## config.mk

```make
export PLATFORM = sky130hd
export DESIGN_NAME = uart_tx_fifo_drain
export DESIGN_NICKNAME = d
export VERILOG_FILES = /design/src/rtl/uart_tx_fifo_drain.sv
export SDC_FILE = /design/constraint.sdc
export NUM_CORES = 1
export LEC_CHECK = 0
export CAP_MARGIN = 20
export CORE_ASPECT_RATIO = 2
export CORE_MARGIN = 8
export CORE_UTILIZATION = 50
export DETAILED_ROUTE_END_ITERATION = 16
export PLACE_DENSITY = 0.79
export SYNTH_ARGS = -nofsm -noshare
export SYNTH_HDL_FRONTEND = slang
export SYNTH_SLANG_ARGS = --single-unit
```

## constraint.sdc

```tcl
create_clock -name CLK -period 2.4 [get_ports CLK]
set_input_delay 0.48 -clock CLK [delete_from_list [all_inputs] [get_ports CLK]]
set_output_delay 0.48 -clock CLK [all_outputs]
set_load 0.02 [all_outputs]
```

## src/rtl/uart_tx_fifo_drain.sv

```systemverilog
// Read-side sequencer: pops one byte from the TX FIFO per UART frame, enforces an inter-frame
// gap and flags a UART that never goes busy. Define UART_TX_BYTE_CNT_EN to add the BYTE_CNT counter.
module uart_tx_fifo_drain #(
   parameter int unsigned DATA_WIDTH = 8,
   parameter int unsigned GAP_W      = 8,
   parameter int unsigned BUSY_TO    = 16,
   parameter int unsigned CNT_W      = 16
) (
   input  logic                  CLK,
   input  logic                  RST,
   input  logic                  EN,
   input  logic [GAP_W-1:0]      GAP_CFG,
   input  logic                  R_EMPTY,
   input  logic [DATA_WIDTH-1:0] RD_DATA,
   output logic                  R_INC,
   input  logic                  TX_BUSY,
   output logic [DATA_WIDTH-1:0] TX_P_DATA,
   output logic                  TX_DATA_VALID,
   output logic                  TO_ERR
`ifdef UART_TX_BYTE_CNT_EN
   ,
   output logic [CNT_W-1:0]      BYTE_CNT
`endif
);

   localparam int unsigned TO_W = $clog2(BUSY_TO);

   typedef enum logic [2:0] {
      IDLE    = 3'd0,
      LOAD    = 3'd1,
      SEND    = 3'd2,
      WAIT_HI = 3'd3,
      WAIT_LO = 3'd4,
      GAP     = 3'd5
   } state_t;

   state_t                  state_q, state_d;
   logic [DATA_WIDTH-1:0]   p_data_q, p_data_d;
   logic                    to_err_q, to_err_d;
   logic [TO_W-1:0]         to_cnt_q, to_cnt_d;
   logic [GAP_W-1:0]        gap_cnt_q, gap_cnt_d;
   logic                    frame_end;
`ifdef UART_TX_BYTE_CNT_EN
   logic [CNT_W-1:0]        byte_cnt_q, byte_cnt_d;
`endif

   always_comb begin
      state_d   = state_q;
      p_data_d  = p_data_q;
      to_err_d  = to_err_q;
      to_cnt_d  = to_cnt_q;
      gap_cnt_d = gap_cnt_q;
      frame_end = 1'b0;
`ifdef UART_TX_BYTE_CNT_EN
      byte_cnt_d = byte_cnt_q;
`endif
      case (state_q)
         IDLE: begin
            if (EN && !R_EMPTY) state_d = LOAD;
         end
         LOAD: begin
            p_data_d = RD_DATA;
            state_d  = SEND;
         end
         SEND: begin
            to_cnt_d = '0;
            state_d  = WAIT_HI;
         end
         WAIT_HI: begin
            if (TX_BUSY) begin
               state_d = WAIT_LO;
            end else begin
               to_cnt_d = to_cnt_q + 1'b1;
               // Counter is about to reach BUSY_TO-1: drop the byte and leave as a frame end.
               if (to_cnt_q == TO_W'(BUSY_TO - 2)) begin
                  to_err_d  = 1'b1;
                  frame_end = 1'b1;
               end
            end
         end
         WAIT_LO: begin
            if (!TX_BUSY) begin
               frame_end = 1'b1;
`ifdef UART_TX_BYTE_CNT_EN
               byte_cnt_d = byte_cnt_q + 1'b1;
`endif
            end
         end
         GAP: begin
            if (gap_cnt_q == '0) state_d = IDLE;
            else                 gap_cnt_d = gap_cnt_q - 1'b1;
         end
         default: state_d = IDLE;
      endcase

      if (frame_end) begin
         if (GAP_CFG == '0) begin
            state_d = IDLE;
         end else begin
            gap_cnt_d = GAP_CFG - 1'b1;
            state_d   = GAP;
         end
      end
   end

   always_ff @(posedge CLK) begin
      if (RST) begin
         state_q   <= IDLE;
         p_data_q  <= '0;
         to_err_q  <= 1'b0;
         to_cnt_q  <= '0;
         gap_cnt_q <= '0;
`ifdef UART_TX_BYTE_CNT_EN
         byte_cnt_q <= '0;
`endif
      end else begin
         state_q   <= state_d;
         p_data_q  <= p_data_d;
         to_err_q  <= to_err_d;
         to_cnt_q  <= to_cnt_d;
         gap_cnt_q <= gap_cnt_d;
`ifdef UART_TX_BYTE_CNT_EN
         byte_cnt_q <= byte_cnt_d;
`endif
      end
   end

   assign R_INC         = (state_q == LOAD);
   assign TX_DATA_VALID = (state_q == SEND);
   assign TX_P_DATA     = p_data_q;
   assign TO_ERR        = to_err_q;
`ifdef UART_TX_BYTE_CNT_EN
   assign BYTE_CNT      = byte_cnt_q;
`endif

endmodule

```

After elaboration in Yosys (flattened, before gate mapping). Index checks and enable logic that the tools add are counted.

Bits in registers: 24. Input port bits: 21. Output and inout bits: 11. Word-level logic and storage cells: 45.

Add/subtract/negate cells: 3. Equal/unequal tests: 11. Mux-type cells: 16. Bitwise logic cells: 1. Reduce and logical (&&, ||, !) cells: 9.

Operators by type and width (count): $mux 8 (4); $pmux 3 s6 (1); $logic_not 8->1 (2); $sub 8x1->8 const B (2); $mux 3 (5); $ne 3x3->1 const B (3); $pmux 4 s2 (1); $eq 3x2->1 const B (2); $eq 3x3->1 const B (2); $add 4x1->4 const B (1); $eq 4x4->1 const B (1); $mux 4 (1); $ne 2x2->1 const B (2); $reduce_and 4->1 (1); $eq 3x1->1 const B (1); $logic_not 3->1 (1); $mux 1 (3); $reduce_and 3->1 (1); $pmux 1 s2 (1); $reduce_and 2->1 (1); $reduce_bool 2->1 (1); $logic_and 1x1->1 (1); $logic_not 1->1 (1); $not 1->1 (1).

Longest topological paths before layout.
Word-level depth: 6. Depth in mapped cells: 7. Depth with buffers taken out: 6.

Worst setup path before layout. Ideal clock, no wire load.

Path kind: register to output. Start point: register state_q[1]. End point: output TX_DATA_VALID. Arrival: 1.217 ns. Required time: 1.920 ns. Slack: 0.703 ns. Cell stages (with the launch flop): 2. Path buffers: 0. Cell sequence: dfxtp_1 nor3b_1.

Longest elaborated chain between the ends: 1.

RTL lines: start, declared (RTL line 37) `state_t state_q, state_d;`; start signal, assigned (RTL line 117) `state_q <= state_d;`; $eq 3x2->1 (RTL line 129) `assign TX_DATA_VALID = (state_q == SEND);`; end, declared (RTL line 18) `output logic TX_DATA_VALID,`.

Every way passes these cells.

Worst setup path after layout. Ends and elaborated chain as after synthesis.

==> impl_metrics.ini <==
[clocking]
cts-root-buf = clkbuf_8
cts_max_level = 1
clk_pin_slew_ns = 0.08
numCtsBuffers = 3
cts_resized = 0
clkSinkCount = 24
clk_latency_ns = 0.26
cts_setup_buffers = 0
cts_buffer_depth = 2
cts_tree = done
hold_buffers = 0

[sta]
max-slew-margin-rel_pct = 65.60
fmax_mhz = 447.2
period_minus_slack_ns = 2.236
fin_ws_ns = 0.1637
setup_viol = 0
worst_slew_pin_slew_ns = 0.5143
clock_skew_ns = 0.002701
report.final.slew_viol_count = 0
hold_violations = 0
rsz0062_at_grt = false
tns_ns = 0
final.period_utilization_pct = 93.18

[synthesis]
yosysWarnings = 0
postSynthCellCount = 167
ys_types = 49
synthArstFlopShare_pct = 0
synth.avg_cell_area_um2 = 8.639
syn_area_mm2 = 0.001443
ys_ff_latch = 24
ys.flop_type = dfxtp_1
synth_enable_flop_cells = 0
seq_area_frac_synth_pct = 33.30
synth_nets = 193

[worst_hold_path]
min_to = TX_P_DATA[7]
hold_path_depth = 2
worst_hold_startpoint = TX_P_DATA[7]
hold_class = reg2reg

[power]
power_mw = 1.634
power.leakage_nw = 0.6596
ir_drop_mv = 0.6734
powerDensity_mw_per_mm2 = 885.7

[route]
drtIter0Drc = 35
routed_wl_mm = 4.074
first_pass_iters = 4
drc = 0
ant_nets = 0
routedWlPerCell_um = 17.48
num_vias = 1460
viasPerCell = 6.266

[global_route]
overflow = 0
grt_start_max_net_pins = 14
grt_pass1_wl_mm = 6.527
grt_use_total_pct = 16.75
antenna_found_initial = 0
grt_pass1_vias = 1493

[floorplanning]
initial_utilization_pct = 52.72
core_area_mm2 = 0.002736
core.rowCount = 27
die_area_mm2 = 0.004964
die_w_um = 53.98
die_y_um = 91.97
io_pins = 32

[setup_path]
regToRegEndpoint = gap_cnt_q[5]
critPathRequiredTime_ns = 1.92
worst_setup_path_start_kind = register
path_max_fanout = 9
cpLargestDelayFamily = buffers and inverters
rr_worst_depth = 4
cp.arrival_ns = 1.76
r2r_setup_slack_ns = 0.44
reg2reg_from = state_q[2]
path_cells = nor3b_1, clkdlybuf4s50_1
cp_slowest_cell = clkdlybuf4s50_1
critPathBufInv = 1
cp-end-kind = primary output
critPathKind = reg2out
cpPeakStageDelay_ns = 0.67

[cells_and_area]
diodes = 0
mostFrequentLayoutCell = clkdlybuf4s50_1
n_fill_cell = 228
mostFrequentLayoutCells = 31 x clkdlybuf4s50_1, 24 x dfxtp_1, 18 x nand2_1
final_layout_size_suffix_gt1_share_pct = 12.75
final_cell_area_mm2 = 0.001846
syn2layout_area_growth_pct = 27.93
nets = 232
fin_util_pct = 67.44

[placed_design]
finalWeightedCongestion = 0.8982
port_buffers = 31
placed_area_mm2 = 0.001804
place_hpwl_mm = 3.258
place_ws_ns = -0.01035

[status]
status = finished clean

[run]
maxCapViolations = 0
registers in the layout (all words and copies together) (netlist names):
name	count
state_q	3
gap_cnt_q	8
to_cnt_q	4
TX_P_DATA	8
TO_ERR	1
through the flow:
step           hold slack [ns]  cells
2_1_floorplan           0.5063    167
3_3_place_gp            0.4418    230
3_5_place_dp            0.4453    230
4_1_cts                 0.4569    233
5_1_grt                 0.4916    233
6_report                0.4577    233
routing by layer:
layer  part of all wire (%)  vias to the layer above  routed length, µm  GRT usage [%]
met4                    3.1                        0                126          7.851
li1                       -                      705                  -              -
met1                     35                      685               1413          15.50
met5                      0                        -                  0              0
met3                    6.3                       14                255          3.560
met2                     56                       56               2278          31.52
worst min-delay path: stages, from the launching register on:
cell and delay [ns]:
dfxtp_1 0.31, nand2_1 0.05, a21oi_1 0.05
cell usage after synthesis, types with 2 or more instances:
cell type	n	share of area (%)
a211oi_1	3	1.6
a21oi_1	16	5.6
a221oi_2	2	2.1
a311oi_1	2	1.2
a31o_2	2	1.2
a31oi_1	2	0.87
a41o_1	3	2.1
buf_6	4	3.1
clkbuf_1	2	0.52
dfxtp_1	24	33
ha_1	5	4.3
inv_1	8	2.1
mux2i_1	3	2.1
nand2_1	18	4.7
nand3b_1	4	2.1
nor2_1	10	2.6
nor3_1	13	4.5
nor3b_1	2	1.0
nor3b_2	2	1.7
nor4_1	4	1.7
o21ai_0	2	0.69
or2_2	2	0.87
or3_1	2	0.87
or4_1	2	1.0
xnor2_1	5	3.0
xor2_1	2	1.2
kinds of logic after synthesis:
| family | Yosys count | share of synthesized area [%] |
|---|---|---|
| and+or+nand+nor | 70 | 28.01 |
| AOI/OAI and AO/OA | 43 | 22.03 |
| DFF | 24 | 33.30 |
| buffers and inverters | 15 | 5.984 |
| xor gates and xnor gates | 7 | 4.250 |
| adders and majority gates | 5 | 4.337 |
| muxes | 3 | 2.082 |
worst max path at each step:
| stage | depth (start not counted) | from | endpoint | slack, ns |
|---|---|---|---|---|
| 3_5_place_dp | 8 | GAP_CFG[0] | gap_cnt_q[5] | -0.01 |
| 3_3_place_gp | 5 | TX_BUSY | gap_cnt_q[3] | 0.17 |
| 5_1_grt | 2 | state_q[1] | TX_DATA_VALID | 0.08 |
| 2_1_floorplan | 1 | state_q[1] | TX_DATA_VALID | 0.70 |
| 4_1_cts | 2 | state_q[1] | TX_DATA_VALID | 0.15 |
| 6_report | 2 | state_q[1] | TX_DATA_VALID | 0.16 |
power by group:
part	total (mW)	internal, mW	switching [mW]	leakage [nW]
combinational	0.797	0.382	0.415	0.443
clock	0.236	0.112	0.124	0.0216
sequential	0.602	0.485	0.117	0.195
cell type report:
type | count | area (µm²) | share of cell area (%)
inverter | 9 | 33.78 | 1.831
tap | 29 | 36.28 | 1.966
clock buffer | 3 | 41.29 | 2.237
multi-input combinational | 128 | 875.8 | 47.46
sequential | 24 | 480.5 | 26.03
timing repair buffer | 40 | 377.9 | 20.47
Power figures use the tool's default switching activity.
